File: src/rtl/regfile_scoreboard_if.sv
// Decode/writeback-side bundle for the register scoreboard.
// Decode drives the issue and writeback fields; the scoreboard returns stall, fire and status.
interface regfile_scoreboard_if #(
  parameter int NUM_REGS = 32
);
  localparam int IDX_W = $clog2(NUM_REGS);

  // Handshake: an instruction presented with issue_valid=1 is accepted in the
  // same cycle exactly when issue_fire=1 (valid & ~stall & ~flush); otherwise
  // decode must hold it and present it again on a later cycle.
  logic                issue_valid;
  logic [IDX_W-1:0]    issue_rs1;
  logic [IDX_W-1:0]    issue_rs2;
  logic                issue_use_rs1;
  logic                issue_use_rs2;
  logic [IDX_W-1:0]    issue_rd;
  logic                issue_wr;
  logic                wb_valid;
  logic [IDX_W-1:0]    wb_rd;
  logic                flush;
  logic                stall;
  logic                issue_fire;
  logic [NUM_REGS-1:0] pending;
  logic                busy;
  logic                err_underflow;

  modport master (
    output issue_valid, issue_rs1, issue_rs2, issue_use_rs1, issue_use_rs2,
           issue_rd, issue_wr, wb_valid, wb_rd, flush,
    input  stall, issue_fire, pending, busy, err_underflow
  );

  modport slave (
    input  issue_valid, issue_rs1, issue_rs2, issue_use_rs1, issue_use_rs2,
           issue_rd, issue_wr, wb_valid, wb_rd, flush,
    output stall, issue_fire, pending, busy, err_underflow
  );
endinterface

File: src/rtl/regfile_scoreboard.sv
// Issue-stage interlock: counts outstanding writes per register, stalls readers
// of pending registers, and releases them on writeback (same-cycle bypass).
module regfile_scoreboard #(
  parameter int NUM_REGS = 32,
  parameter int CNT_W    = 2,
  parameter int ZERO_REG = 31
) (
  input logic                clk,
  input logic                reset,
  regfile_scoreboard_if.slave sb
);
  localparam int               IDX_W    = $clog2(NUM_REGS);
  localparam logic [IDX_W-1:0] ZERO_IDX = IDX_W'(ZERO_REG);
  localparam logic [CNT_W-1:0] CNT_MAX  = '1;
  localparam logic [CNT_W-1:0] CNT_ONE  = CNT_W'(1);

  logic [CNT_W-1:0]    cnt_q [NUM_REGS];
  logic [CNT_W-1:0]    cnt_d [NUM_REGS];
  logic [NUM_REGS-1:0] pending_q;
  logic [NUM_REGS-1:0] pending_d;
  logic                busy_q;
  logic                err_q;
  logic                err_d;

  logic [CNT_W-1:0] cnt_rs1;
  logic [CNT_W-1:0] cnt_rs2;
  logic [CNT_W-1:0] cnt_rd;
  logic [CNT_W-1:0] cnt_wb;
  logic             src_haz1;
  logic             src_haz2;
  logic             cap_haz;
  logic             stall;
  logic             issue_fire;
  logic             inc_en;
  logic             dec_en;
  logic             underflow_evt;

  assign cnt_rs1 = cnt_q[sb.issue_rs1];
  assign cnt_rs2 = cnt_q[sb.issue_rs2];
  assign cnt_rd  = cnt_q[sb.issue_rd];
  assign cnt_wb  = cnt_q[sb.wb_rd];

  // The register file writes on the opposite clock phase, so the final
  // outstanding writeback of a source is readable in the same cycle.
  function automatic logic src_haz(input logic             use_rs,
                                   input logic [IDX_W-1:0] rs,
                                   input logic [CNT_W-1:0] cnt_rs);
    logic bypass;
    bypass  = sb.wb_valid && (sb.wb_rd == rs) && (cnt_rs == CNT_ONE);
    src_haz = use_rs && (rs != ZERO_IDX) && (cnt_rs != '0) && !bypass;
  endfunction

  always_comb begin
    src_haz1   = src_haz(sb.issue_use_rs1, sb.issue_rs1, cnt_rs1);
    src_haz2   = src_haz(sb.issue_use_rs2, sb.issue_rs2, cnt_rs2);
    cap_haz    = sb.issue_wr && (sb.issue_rd != ZERO_IDX) && (cnt_rd == CNT_MAX)
                 && !(sb.wb_valid && (sb.wb_rd == sb.issue_rd));
    stall      = sb.issue_valid && !sb.flush && (src_haz1 || src_haz2 || cap_haz);
    issue_fire = sb.issue_valid && !stall && !sb.flush;
  end

  // Writebacks and issues in a flush cycle are discarded, so neither counts
  // nor raises an underflow.
  always_comb begin
    inc_en        = issue_fire && sb.issue_wr && (sb.issue_rd != ZERO_IDX);
    dec_en        = !sb.flush && sb.wb_valid && (sb.wb_rd != ZERO_IDX) && (cnt_wb != '0);
    underflow_evt = !sb.flush && sb.wb_valid && (sb.wb_rd != ZERO_IDX) && (cnt_wb == '0);
    err_d         = err_q || underflow_evt;
  end

  always_comb begin
    pending_d = '0;
    for (int i = 0; i < NUM_REGS; i++) begin
      cnt_d[i] = cnt_q[i];
      if (sb.flush) begin
        cnt_d[i] = '0;
      end else if (inc_en && (sb.issue_rd == IDX_W'(i)) &&
                   !(dec_en && (sb.wb_rd == IDX_W'(i)))) begin
        cnt_d[i] = cnt_q[i] + CNT_ONE;
      end else if (dec_en && (sb.wb_rd == IDX_W'(i)) &&
                   !(inc_en && (sb.issue_rd == IDX_W'(i)))) begin
        cnt_d[i] = cnt_q[i] - CNT_ONE;
      end
      pending_d[i] = (cnt_d[i] != '0);
    end
  end

  always_ff @(posedge clk) begin
    if (reset) begin
      for (int i = 0; i < NUM_REGS; i++) begin
        cnt_q[i] <= '0;
      end
      pending_q <= '0;
      busy_q    <= 1'b0;
      err_q     <= 1'b0;
    end else begin
      for (int i = 0; i < NUM_REGS; i++) begin
        cnt_q[i] <= cnt_d[i];
      end
      pending_q <= pending_d;
      busy_q    <= |pending_d;
      err_q     <= err_d;
    end
  end

  assign sb.stall         = stall;
  assign sb.issue_fire    = issue_fire;
  assign sb.pending       = pending_q;
  assign sb.busy          = busy_q;
  assign sb.err_underflow = err_q;
endmodule

File: src/flat_wrapper.sv
// flat-port wrapper written by rule: the top's interface ports become plain ports
module regfile_scoreboard_flat 
#(
  parameter int NUM_REGS = 32,
  parameter int CNT_W    = 2,
  parameter int ZERO_REG = 31
)
  (clk, reset, sb_issue_valid, sb_issue_rs1, sb_issue_rs2, sb_issue_use_rs1, sb_issue_use_rs2, sb_issue_rd, sb_issue_wr, sb_wb_valid, sb_wb_rd, sb_flush, sb_stall, sb_issue_fire, sb_pending, sb_busy, sb_err_underflow);
  regfile_scoreboard_if #(.NUM_REGS(NUM_REGS)) sb_i ();
  input logic clk;
  input logic reset;
  input wire logic [$bits(sb_i.issue_valid)-1:0] sb_issue_valid;
  input wire logic [$bits(sb_i.issue_rs1)-1:0] sb_issue_rs1;
  input wire logic [$bits(sb_i.issue_rs2)-1:0] sb_issue_rs2;
  input wire logic [$bits(sb_i.issue_use_rs1)-1:0] sb_issue_use_rs1;
  input wire logic [$bits(sb_i.issue_use_rs2)-1:0] sb_issue_use_rs2;
  input wire logic [$bits(sb_i.issue_rd)-1:0] sb_issue_rd;
  input wire logic [$bits(sb_i.issue_wr)-1:0] sb_issue_wr;
  input wire logic [$bits(sb_i.wb_valid)-1:0] sb_wb_valid;
  input wire logic [$bits(sb_i.wb_rd)-1:0] sb_wb_rd;
  input wire logic [$bits(sb_i.flush)-1:0] sb_flush;
  output wire logic [$bits(sb_i.stall)-1:0] sb_stall;
  output wire logic [$bits(sb_i.issue_fire)-1:0] sb_issue_fire;
  output wire logic [$bits(sb_i.pending)-1:0] sb_pending;
  output wire logic [$bits(sb_i.busy)-1:0] sb_busy;
  output wire logic [$bits(sb_i.err_underflow)-1:0] sb_err_underflow;
  assign sb_i.issue_valid = sb_issue_valid;
  assign sb_i.issue_rs1 = sb_issue_rs1;
  assign sb_i.issue_rs2 = sb_issue_rs2;
  assign sb_i.issue_use_rs1 = sb_issue_use_rs1;
  assign sb_i.issue_use_rs2 = sb_issue_use_rs2;
  assign sb_i.issue_rd = sb_issue_rd;
  assign sb_i.issue_wr = sb_issue_wr;
  assign sb_i.wb_valid = sb_wb_valid;
  assign sb_i.wb_rd = sb_wb_rd;
  assign sb_i.flush = sb_flush;
  assign sb_stall = sb_i.stall;
  assign sb_issue_fire = sb_i.issue_fire;
  assign sb_pending = sb_i.pending;
  assign sb_busy = sb_i.busy;
  assign sb_err_underflow = sb_i.err_underflow;
  regfile_scoreboard #(.NUM_REGS(NUM_REGS), .CNT_W(CNT_W), .ZERO_REG(ZERO_REG)) u_core (.clk(clk), .reset(reset), .sb(sb_i));
endmodule
File: config.mk
export PLATFORM = sky130hd
export DESIGN_NAME = regfile_scoreboard_flat
export DESIGN_NICKNAME = d
export VERILOG_FILES = /design/src/rtl/regfile_scoreboard_if.sv /design/src/rtl/regfile_scoreboard.sv /design/src/flat_wrapper.sv
export SDC_FILE = /design/constraint.sdc
export NUM_CORES = 1
export LEC_CHECK = 0
export CORE_MARGIN = 10
export CORE_UTILIZATION = 55
export CTS_BUF_LIST = sky130_fd_sc_hd__clkbuf_2
export DETAILED_ROUTE_END_ITERATION = 6
export HOLD_SLACK_MARGIN = 0.06
export PLACE_DENSITY = 0.78
export SLEW_MARGIN = 20
export SYNTH_ARGS = -nofsm -noshare
export SYNTH_HDL_FRONTEND = slang
export SYNTH_SLANG_ARGS = --single-unit
File: constraint.sdc
create_clock -name clk -period 4.2 [get_ports clk]
set_input_delay 0.84 -clock clk [delete_from_list [all_inputs] [get_ports clk]]
set_output_delay 0.84 -clock clk [all_outputs]
set_load 0.01 [all_outputs]
; ---- Yosys cells after proc, flatten, opt, wreduce, memory -nomap -nowiden
; Memories as Yosys holds them, arrays and structs flattened.
; Index checks and enable logic that the tools add are counted.
; Widths: inputs -> output; s select.
[classes]
n_mul = 0
shifts = 0
muxes = 131
bitwise = 32
div_mod_pow = 0
magnitude_cmp = 0
reduce_logical = 263
n_eq_ne = 72
add_sub_neg = 64
[ops]
columns = operator, n
row1 = $mux 2, 128
row2 = $eq 5x5->1 const B, 32
row3 = $logic_and 1x1->1, 152
row4 = $eq 5x4->1 const B, 16
row5 = $reduce_bool 2->1, 35
row6 = $logic_not 1->1, 69
row7 = $add 2x1->2 const B, 32
row8 = $sub 2x1->2 const B, 32
row9 = $eq 5x3->1 const B, 8
row10 = $or 1x1->1, 32
row11 = $reduce_or 32->1, 1
row12 = $eq 5x2->1 const B, 4
row13 = $ne 5x5->1 const B, 4
row14 = $eq 5x5->1, 3
row15 = $eq 5x1->1 const B, 2
row16 = $logic_not 5->1, 2
row17 = $eq 2x1->1 const B, 2
row18 = $logic_or 1x1->1, 3
row19 = $mux 1, 3
row20 = $eq 2x2->1 const B, 1
row21 = $logic_not 2->1, 1
[word_totals]
reg_bits = 34
mem_count = 1
word_cells = 566
rom_bits = 0
ramBits = 64
in_bits = 28
latchBits = 0
[memory_table]
columns = name, depth, width, read_ports, rd_ports_with_merged_regs, write_ports, line_no
row1 = u_core.cnt_q, 32, 2, 36, 0, 32, regfile_scoreboard.sv:17  ; logic [CNT_W-1:0] cnt_q [NUM_REGS];

; ---- Logic depth before layout (Yosys ltp)
; Gate-level depths: netlist (run 1).
[logic_depth]
ltp_word = 21
depth_mapped = 18
mapped_depth_nobuf = 12

; ---- Worst setup path after synthesis (run 1)
; Ideal clock, no wire load.
[synth_path]
kind = input to register
startpoint = input sb_issue_rs2[2]
endpoint = register u_core.busy_q, in the netlist u_core.sb.busy
arrival_ns = 3.927
path_slack_ns = 0.142
setup_ns = 0.132
stages = 14
path_buffers = 3
path_cell_list = clkbuf_1 > buf_1 > mux4_2 > a211oi_1 > o31ai_1 > and4b_1 > buf_2 > or2_1 > nor3_1 > xnor2_1 > nand4b_1 > or4_1 > nor4_2 > a31oi_1
[synth_between]
elab_chain_cells = 21
[synth_rtl]
columns = item, line_no
row1 = from (decl), flat_wrapper.sv:14  ; input wire logic [$bits(sb_i.issue_rs2)-1:0] sb_issue_rs2;
row2 = $mem_v2 32x2 or $eq 5x5->1 (tied branches), n/a
row3 = $eq 2x1->1 or $logic_and 1x1->1 (tied branches), regfile_scoreboard.sv:49  ; bypass = sb.wb_valid && (sb.wb_rd == rs) && (cnt_rs == CNT_ONE);
row4 = $logic_and 1x1->1, regfile_scoreboard.sv:49
row5 = $logic_not 1->1, regfile_scoreboard.sv:50  ; src_haz = use_rs && (rs != ZERO_IDX) && (cnt_rs != '0) && !bypass;
row6 = $logic_and 1x1->1 (*), regfile_scoreboard.sv:50
row7 = $logic_or 1x1->1 (*) (2 in a row), regfile_scoreboard.sv:58  ; stall = sb.issue_valid && !sb.flush && (src_haz1 || src_haz2 || cap_haz);
row8 = $logic_and 1x1->1 (*), regfile_scoreboard.sv:58
row9 = $logic_not 1->1 (*), regfile_scoreboard.sv:59  ; issue_fire = sb.issue_valid && !stall && !sb.flush;
row10 = [... 4 more ...], n/a
row11 = $logic_and 1x1->1, "regfile_scoreboard.sv:77, regfile_scoreboard.sv:81"
row12 = $logic_not 1->1, regfile_scoreboard.sv:81  ; !(inc_en && (sb.issue_rd == IDX_W'(i)))) begin
row13 = $logic_and 1x1->1, regfile_scoreboard.sv:80  ; end else if (dec_en && (sb.wb_rd == IDX_W'(i)) &&
row14 = $mux 2, regfile_scoreboard.sv:80
row15 = $mux 2, regfile_scoreboard.sv:77  ; end else if (inc_en && (sb.issue_rd == IDX_W'(i)) &&
row16 = $mux 2, regfile_scoreboard.sv:75  ; if (sb.flush) begin
row17 = $reduce_bool 2->1, regfile_scoreboard.sv:84  ; pending_d[i] = (cnt_d[i] != '0);
row18 = $reduce_or 32->1 (*), regfile_scoreboard.sv:101  ; busy_q <= |pending_d;
row19 = to (signal assigned), regfile_scoreboard.sv:101
row20 = to (decl), regfile_scoreboard.sv:21  ; logic busy_q;
; Mark *: on every way between the ends. The rest lies on a longest branch, timed or not.
; A chain may end at the register's enable or synchronous reset.

; ---- Worst setup path in the final report (run 1)
[layout_path]
startpoint = input sb_wb_rd[0]
endpoint = register u_core.busy_q, in the netlist u_core.sb.busy
[layout_between]
elab_chain_cells = 21
[layout_rtl]
columns = item, line_no
row1 = from (decl), flat_wrapper.sv:20  ; input wire logic [$bits(sb_i.wb_rd)-1:0] sb_wb_rd;
row2 = $eq 5x5->1, regfile_scoreboard.sv:49
row3 = $logic_and 1x1->1 (2 in a row), regfile_scoreboard.sv:49
row4 = $logic_not 1->1, regfile_scoreboard.sv:50
row5 = $logic_and 1x1->1, regfile_scoreboard.sv:50
row6 = $logic_or 1x1->1 (2 in a row), regfile_scoreboard.sv:58
row7 = $logic_and 1x1->1, regfile_scoreboard.sv:58
row8 = $logic_not 1->1, regfile_scoreboard.sv:59
row9 = $logic_and 1x1->1 (2 in a row), regfile_scoreboard.sv:59
row10 = $logic_and 1x1->1 (2 in a row), regfile_scoreboard.sv:65  ; inc_en = issue_fire && sb.issue_wr && (sb.issue_rd != ZERO_IDX);
row11 = $logic_and 1x1->1, "regfile_scoreboard.sv:77, regfile_scoreboard.sv:81"
row12 = $logic_not 1->1, regfile_scoreboard.sv:81
row13 = $logic_and 1x1->1, regfile_scoreboard.sv:80
row14 = $mux 2, regfile_scoreboard.sv:80
row15 = $mux 2, regfile_scoreboard.sv:77
row16 = $mux 2, regfile_scoreboard.sv:75
row17 = $reduce_bool 2->1, regfile_scoreboard.sv:84
row18 = $reduce_or 32->1 (*), regfile_scoreboard.sv:101
; Marks and branches as above.

==> results of run 1 <==
-- worst max-delay path: stages --
cell                              delay, ns
sky130_fd_sc_hd__clkdlybuf4s50_1       0.52
sky130_fd_sc_hd__buf_12                0.20
sky130_fd_sc_hd__nor3_1                0.07
sky130_fd_sc_hd__a2111oi_0             0.48
sky130_fd_sc_hd__a2111o_1              0.21
sky130_fd_sc_hd__a211o_1               0.28
sky130_fd_sc_hd__o211ai_2              0.20
sky130_fd_sc_hd__buf_4                 0.22
sky130_fd_sc_hd__or3_1                 0.39
sky130_fd_sc_hd__a21oi_1               0.16
sky130_fd_sc_hd__o21ai_0               0.23
sky130_fd_sc_hd__a2111oi_0             0.34
sky130_fd_sc_hd__nand3_1               0.20
sky130_fd_sc_hd__nor4_1                0.26
sky130_fd_sc_hd__a31oi_1               0.12
-- flip-flops by register name, summed over array words and instances (netlist names) --
signal                   cells
u_core.sb.busy               1
u_core.cnt_q                64
u_core.sb.err_underflow      1
u_core.sb.pending           32
-- worst max path at each step --
stage                           endpoint            start  slack, ns
after floorplan           u_core.sb.busy  sb_issue_rs2[2]       0.14
after global placement    u_core.sb.busy      sb_wb_rd[0]      -0.53
after detailed placement  u_core.sb.busy  sb_issue_rs2[0]      -0.59
after CTS                  sb_issue_fire  sb_issue_rs2[1]      0.009
after global routing      u_core.sb.busy      sb_wb_rd[0]       0.01
final                     u_core.sb.busy      sb_wb_rd[0]       0.05
-- cell usage after synthesis, types with 8 or more instances --
master                      count
sky130_fd_sc_hd__xor2_1        25
sky130_fd_sc_hd__or3_1         16
sky130_fd_sc_hd__nor4_1        13
sky130_fd_sc_hd__nor3_1        44
sky130_fd_sc_hd__o41ai_1        8
sky130_fd_sc_hd__or2_2         16
sky130_fd_sc_hd__inv_1         13
sky130_fd_sc_hd__and2_1        24
sky130_fd_sc_hd__o21ai_0       37
sky130_fd_sc_hd__buf_2         23
sky130_fd_sc_hd__a22oi_1       19
sky130_fd_sc_hd__a31oi_1       17
sky130_fd_sc_hd__clkbuf_1      38
sky130_fd_sc_hd__mux4_2        38
sky130_fd_sc_hd__xnor2_1       43
sky130_fd_sc_hd__nand3_1       30
sky130_fd_sc_hd__dfxtp_1       98
sky130_fd_sc_hd__nor2b_1       21
sky130_fd_sc_hd__a21oi_1       40
sky130_fd_sc_hd__mux2i_1       24
sky130_fd_sc_hd__and3_1        19
sky130_fd_sc_hd__nand2b_1      12
sky130_fd_sc_hd__nand4_1       18
sky130_fd_sc_hd__a2111oi_0      8
sky130_fd_sc_hd__nor2_1        83
sky130_fd_sc_hd__o211ai_1       8
sky130_fd_sc_hd__nand2_1       70
-- routing by layer --
layer,up-vias,wire [um]
met3,233,6100
met1,4261,12700
met2,852,14300
li1,4004,-
met5,-,0
met4,0,2450
-- layout make-up --
cell class	instances	area [sq um]
Antenna cell	1	2.50
Sequential cell	98	1960
Inverter	13	48.8
Timing Repair Buffer	331	2770
Clock inverter	7	61.3
Clock buffer	9	45.0
Multi-Input combinational cell	744	5320
Fill cell	1014	2960
Tap cell	176	220
-- cells by family (layout without fill, tap and decap cells) --
family / after synthesis / in the layout / share of synthesized area [%]
xor+xnor: 68 / 68 / 7.83
other cells: 0 / 1 / 0
compound gates: 212 / 212 / 19.2
buf+inv: 81 / 360 / 4.59
mux: 66 / 66 / 15.0
flops: 98 / 98 / 25.8
simple gates: 398 / 398 / 27.5
-- metrics by stage --
stage | cells | total power, W | cell area [sq um] | TNS, ns | worst slack (ns)
final | 1379 | 0.00187 | 10400 | 0 | 0.0472
after global routing | 1379 | 0.00191 | 10400 | 0 | 0.0114
after CTS | 1373 | 0.00184 | 10400 | 0 | 0.00868
after detailed placement | 1354 | 0.00138 | 10200 | -9.36 | -0.589
after global placement | 1354 | 0.00137 | 10200 | -6.55 | -0.526
after floorplan | 923 | 0.00116 | 7600 | 0 | 0.142
-- where the power goes --
| group | switching [W] | leakage, nW | internal, W | total, W |
|---|---|---|---|---|
| registers | 0.00000323 | 0.789 | 0.000937 | 0.000941 |
| clock network | 0.000379 | 0.0679 | 0.0000920 | 0.000471 |
| logic | 0.000248 | 3.44 | 0.000213 | 0.000461 |
-- timing repair --
| item | in CTS | in global routing |
|---|---|---|
| gates cloned | 1 | 1 |
| pin swaps | 2 | 5 |
| endpoints found under the setup margin | 2 | 3 |
| buffers inserted | 3 | 4 |
| gates resized for setup | 15 | 14 |
==> results by group, run 1 <==
Status
  • Status: complete, but fails checks
  • Violated checks: design-rule violations

Yosys
  • Register bit count reported by yosys: 98
  • Synth unique cells: 74
  • Area contributors post-synth: sky130_fd_sc_hd__dfxtp_1 26%, sky130_fd_sc_hd__mux4_2 11%, sky130_fd_sc_hd__xnor2_1 5.0%
  • Share of Yosys cell area claimed by the top area cell type: 25.8%
  • Async set or reset register ratio after synthesis: 0%
  • Cells after synthesis: 923
  • Most used flip-flop cell after synthesis: sky130_fd_sc_hd__dfxtp_1
  • Post-Syn Nets: 951
  • Mean cell area of the mapped netlist: 8.24 sq um
  • Synthesized area: 7600 sq um
  • Part of the Yosys area used for sequential elements: 25.8%
  • Post-synth top area cell: sky130_fd_sc_hd__dfxtp_1
  • Total number of yosys warnings: 0
  • Post-synth EDFFs: 0

Pwr
  • Total power divided by cell area: 180 nW/um^2
  • Largest vdd supply drop: 0.170 mV
  • Static leakage: 4.29 nW

GRT
  • GRT met2 Usage: 51.9%
  • Via count of the first global-routing pass: 8920
  • Antenna violations before repair: 2
  • Grt total ovfl: 0
  • Global-route met3 utilization: 15.3%
  • Pin count of the biggest net entering global routing: 37
  • Peak-usage layer in the global routing report: met2
  • Wire length of the first global-routing pass: 52800 um
  • Total global-route track usage: 37.1%
  • Met1 demand-to-capacity share in global routing: 47.0%

Placed design
  • Number of buffer cells added on primary ports: 63
  • GP Congestion: 1.15
  • HPWL after DPL: 27800 um

Timing
  • Final Setup Violations: 0
  • Hold Worst Slack: 0.537 ns
  • Final worst clock skew: 0.0489 ns
  • Highest Clock Rate: 241 MHz
  • Final hold viol count: 0
  • RSZ-0062 raised after global routing: no
  • Slew at the pin closest to its max-slew limit: 0.786 ns
  • Post-layout minimum cycle time: 4.15 ns
  • Max-slew violation count: 0
  • Max_slew headroom: 47.6%
  • Final period util: 98.9%

Die
  • Horizontal extent of the die: 138 um
  • Initial Util: 56.7%
  • Row count: 42
  • Number of primary I/O pins: 64
  • Core area: 13400 sq um
  • Overall die area: 18900 sq um
  • Die Y-Extent: 138 um

Job
  • Number of max-capacitance violations reported: 0

Clock network
  • Total number of H-tree levels: 3
  • CTS sink count: 98
  • Post-cts hold buffer count: 0
  • Worst-skew pair later-pin latency: 0.66 ns
  • Clock transition at path regs: 0.29 ns
  • TritonCTS buffer count: 9
  • Root buffer cell: sky130_fd_sc_hd__clkbuf_2
  • Worst-case clock buffer depth: 2
  • CTS tree: yes

Routing
  • Residual DRC: 2
  • Wirelength, routed: 35600 um
  • Routed via count divided by cell count: 6.78
  • Routed wirelength normalized by instance count: 25.8 um
  • Count of TritonRoute iterations in the first routing pass: 7
  • Via Count: 9350
  • Count of antenna-violating nets left after detailed routing: 0
  • DRC violation total after the first TritonRoute iteration: 1603

Cells and area
  • Most common library cell in the layout ignoring fill and taps: sky130_fd_sc_hd__buf_4
  • Synthesis-to-layout area growth: 37.3%
  • Nets: 1225
  • Leading cell types in the layout, fill and taps excluded: 256 x sky130_fd_sc_hd__buf_4, 98 x sky130_fd_sc_hd__dfxtp_1, 83 x sky130_fd_sc_hd__nor2_1
  • Share of post-route cells with drive strength above 1: 30.2%
  • Layout Utilization: 77.9%

Worst setup path
  • Critical Path AT: 4.72 ns
  • Maximum fanout along the worst path: 30
  • Startpoint types: input port
  • Number of cells traversed by the worst register-to-register path: 13
  • R2R Setup Slk: 0.23 ns
  • Start of the worst register-to-register path: u_core.cnt_q[22][1]
  • Kind of end point of the critical path: flop
  • Endpoint of the lowest-slack register-to-register path: u_core.sb.busy
  • Data required time of the critical path: 4.77 ns
  • Worst setup path class: in2reg

Min path
  • Hold Crit Depth: 2
  • Launch point of the worst hold path: u_core.sb.err_underflow
  • Hold Crit Class: reg2reg
  • End of the worst hold path: u_core.sb.err_underflow
(Power assumes the default switching activity.)
==> inputs of run 2 (changes only) <==
--- a/config.mk
+++ b/config.mk
@@ -6,11 +6,11 @@
 export NUM_CORES = 1
 export LEC_CHECK = 0
 export CORE_MARGIN = 10
-export CORE_UTILIZATION = 55
+export CORE_UTILIZATION = 65
 export CTS_BUF_LIST = sky130_fd_sc_hd__clkbuf_2
 export DETAILED_ROUTE_END_ITERATION = 6
 export HOLD_SLACK_MARGIN = 0.06
-export PLACE_DENSITY = 0.78
+export PLACE_DENSITY = 0.87
 export SLEW_MARGIN = 20
 export SYNTH_ARGS = -nofsm -noshare
 export SYNTH_HDL_FRONTEND = slang
==> constraint.sdc (replaced) <==
create_clock -name clk -period 5.3 [get_ports clk]
set_input_delay 1.06 -clock clk [delete_from_list [all_inputs] [get_ports clk]]
set_output_delay 1.06 -clock clk [all_outputs]
set_load 0.01 [all_outputs]
==> run 2 against run 1 <==
Compared with the run above:
- the flow still finishes with violations (design-rule violations)
- register-to-register slack better by 0.90 ns
- combinational power is 35% lower
- cell area is 15% lower
- highest routed layer unchanged
- count of clock-buffer cells in the layout is 1 higher
- largest power group unchanged
- via count is 8.1% lower
- wire length is 15% lower
- clock skew is 0.016 ns lower
- clock power is 18% lower
- hold slack better by 0.049 ns
- total power is 24% lower
- core utilization hardly changed
==> results by group, run 2 (synthesized netlist as in run 1, its figures left out) <==
Routing
  • Wirelength, routed: 30300 um (-15%)
  • Detailed route wirelength on metal3: 5370 um (-12%)
  • Residual DRC: 2 (unchanged)
  • Via Count: 8597 (-8.1%)
  • Count of antenna-violating nets left after detailed routing: 0 (unchanged)
  • Wire length the detailed router placed on met1: 10700 um (-16%)
  • Wire length on met2: 12400 um (-13%)
  • DRC violation total after the first TritonRoute iteration: 1627 (+1.5%)
  • Routed via count divided by cell count: 7.46 (+10%)
  • Highest routed metal layer: met4
  • Routed wirelength normalized by instance count: 26.2 um (+1.7%)
  • Count of TritonRoute iterations in the first routing pass: 7 (unchanged)

Worst setup path
  • Slowest cell on the critical path: sky130_fd_sc_hd__nor2b_1
  • Kind of end point of the critical path: primary output
  • Sum of buffers and inverters on the critical path: 2 (-1)
  • Data required time of the critical path: 4.24 ns (-0.53 ns)
  • Maximum fanout along the worst path: 9 (-70%)
  • Worst setup path class: in2out
  • Delay of the slowest cell on the worst path: 0.79 ns (+0.27 ns)
  • Startpoint types: input port
  • Sequence of cells on the critical path: clkdlybuf4s50_1 > nor2b_1 > a22oi_1 > nand2_1 > nand4_1 > nand2_1 > nor3_4 > nor2_1 > clkdlybuf4s50_1
  • Critical Path AT: 4.06 ns (-0.66 ns)
  • Largest delay share family, worst path: simple AND/OR/NAND/NOR gates

Timing
  • Max-slew violation count: 0 (unchanged)
  • Final Setup Violations: 0 (unchanged)
  • Total negative setup slack: 0 ns (unchanged)
  • Max_slew headroom: 37.8% (-9.8 points)
  • Final period util: 96.7%
  • RSZ-0062 raised after global routing: no
  • Post-layout minimum cycle time: 5.12 ns
  • Final worst clock skew: 0.0327 ns (-0.0162 ns)
  • Highest Clock Rate: 195 MHz
  • Final hold viol count: 0 (unchanged)
  • Setup ws final: 0.176 ns (+0.129 ns)
  • Slew at the pin closest to its max-slew limit: 0.931 ns (+0.144 ns)

Die
  • Horizontal extent of the die: 128 um (-6.9%)
  • Initial Util: 66.6% (+9.8 points)
  • Number of primary I/O pins: 64 (unchanged)
  • Core area: 11400 sq um (-15%)
  • Die Y-Extent: 128 um (-6.9%)
  • Row count: 39 (-7.1%)
  • Overall die area: 16400 sq um (-13%)

Clock network
  • Root buffer cell: sky130_fd_sc_hd__clkbuf_2
  • Worst-case clock buffer depth: 2 (unchanged)
  • CTS tree: yes
  • Total number of H-tree levels: 3 (unchanged)
  • Clock transition at path regs: 0.24 ns (-0.05 ns)
  • Post-cts hold buffer count: 0 (unchanged)
  • Worst-skew pair later-pin latency: 0.65 ns (about the same)
  • TritonCTS buffer count: 9 (unchanged)
  • CTS sink count: 98 (unchanged)

Cells and area
  • Nets: 1032 (-16%)
  • Final non-filler cell total: 1153 (-16%)
  • Register Area: 1960 sq um (unchanged)
  • Leading cell types in the layout, fill and taps excluded: 98 x sky130_fd_sc_hd__dfxtp_1, 81 x sky130_fd_sc_hd__nor2_1, 70 x sky130_fd_sc_hd__nand2_1
  • Synthesis-to-layout area growth: 16.9%
  • Total area of multi-input combinational cells: 5310 sq um (-0.35%)
  • Share of post-route cells with drive strength above 1: 16.2% (-14 points)
  • Flip-flop count of the largest register after layout: 64 (unchanged)
  • Fill cell total of the finished layout: 843 (-17%)
  • Register with the highest flop count: u_core.cnt_q
  • Most common library cell in the layout ignoring fill and taps: sky130_fd_sc_hd__dfxtp_1

Pwr
  • Total power after layout: 0.00143 W (-24%)
  • Combinational group share of total power: 20.9% (-3.7 points)
  • Total power divided by cell area: 161 nW/um^2 (-11%)
  • Largest vdd supply drop: 0.252 mV (+48%)
  • Clock network power share: 26.9% (+1.7 points)
  • Fraction of power spent switching nets: 31.6% (-2.1 points)
  • Net switching power: 0.000451 W (-29%)
  • Int Power: 0.000977 W (-21%)
  • Sequential fraction of design power: 52.2% (+2.0 points)
  • Static leakage: 3.32 nW (-23%)

GRT
  • Grt total ovfl: 0 (unchanged)
  • Antenna violations before repair: 1 (-1)
  • Pin count of the biggest net entering global routing: 46 (+24%)
  • Total global-route track usage: 35.9% (-1.2 points)
  • Via count of the first global-routing pass: 8062 (-9.6%)
  • Wire length of the first global-routing pass: 46000 um (-13%)

Min path
  • Hold Crit Class: reg2reg

Status
  • Status: complete, but fails checks
  • Violated checks: design-rule violations

Placed design
  • HPWL after DPL: 23000 um (-17%)
  • Number of buffer cells added on primary ports: 63 (unchanged)
  • Instance count after placement with tap cells included: 1134 (-16%)
  • Post-Place Worst Slack: -0.0658 ns (+0.523 ns)
  • GP Congestion: 1.12 (-2.5%)

Job
  • Number of max-capacitance violations reported: 0 (unchanged)
## run 2: cell types whose count changed in the layout (fill, tap and decap cells not counted), sizes merged
cell	previous run	this run
bufinv	0	1
bufbuf	1	0
clkbuf	11	10
clkinv	4	0
dlygate4sd2	1	0
clkdlybuf4s15	1	0
clkdlybuf4s50	56	62
buf	267	75
dlymetal6s2s	3	1
clkinvlp	0	2
## run 2: power groups by stage
| stage | combinational (W) | clock (W) | sequential (W) |
|---|---|---|---|
| 5_1_grt | 0.000310 | 0.000411 | 0.000746 |
| 6_report | 0.000299 | 0.000385 | 0.000745 |
| 3_5_place_dp | 0.000281 | 0 | 0.000757 |
| 3_3_place_gp | 0.000277 | 0 | 0.000758 |
| 4_1_cts | 0.000282 | 0.000385 | 0.000745 |
| 2_1_floorplan | 0.000164 | 0 | 0.000757 |
## run 2: repair_timing
action	CTS	global route
gates resized for setup	1	3
cloned	0	0
pin swaps	0	1
buffers inserted	0	2
endpoints found under the setup margin	1	2
## run 2: area by class of cell
| type | instances | area share, % |
|---|---|---|
| timing repair buffer | 138 | 14.3 |
| antenna | 1 | 0.0281 |
| clock buffer | 10 | 0.563 |
| clock inverter | 6 | 0.802 |
| sequential | 98 | 22.1 |
| tap | 143 | 2.01 |
| multi-input combinational | 744 | 59.7 |
| inverter | 13 | 0.549 |
## run 2: per-layer routing
metal  global-route usage (%)  vias to the layer above
met2                     51.3                      840
met1                     46.0                     3936
met3                     12.9                      196
met5                        0                        -
li1                         -                     3625
met4                     20.1                        0
## run 2: worst min-delay path: stages, from the launching register on
cell and delay, ns:
sky130_fd_sc_hd__dfxtp_1 0.42, sky130_fd_sc_hd__a31oi_1 0.07, sky130_fd_sc_hd__nor2_1 0.08
## run 2: final timing paths
kind	startpoint	endpoint	slack, ns	depth (start not counted)
max	sb_issue_rd[2]	sb_stall	0.18	9
min	u_core.sb.err_underflow	u_core.sb.err_underflow	0.59	2
max reg2reg	u_core.cnt_q[29][0]	u_core.sb.busy	1.13	12
min reg2reg	u_core.sb.err_underflow	u_core.sb.err_underflow	0.59	2
## run 2: through the flow
stage,cell area (sq um),hold WS (ns),utilization (%)
floorplan,7600,0.497,-
global placement,8740,0.525,76.6
detailed placement,8740,0.530,76.6
CTS,8870,0.584,77.6
global route,8890,0.600,77.8
finish,8890,0.586,77.9
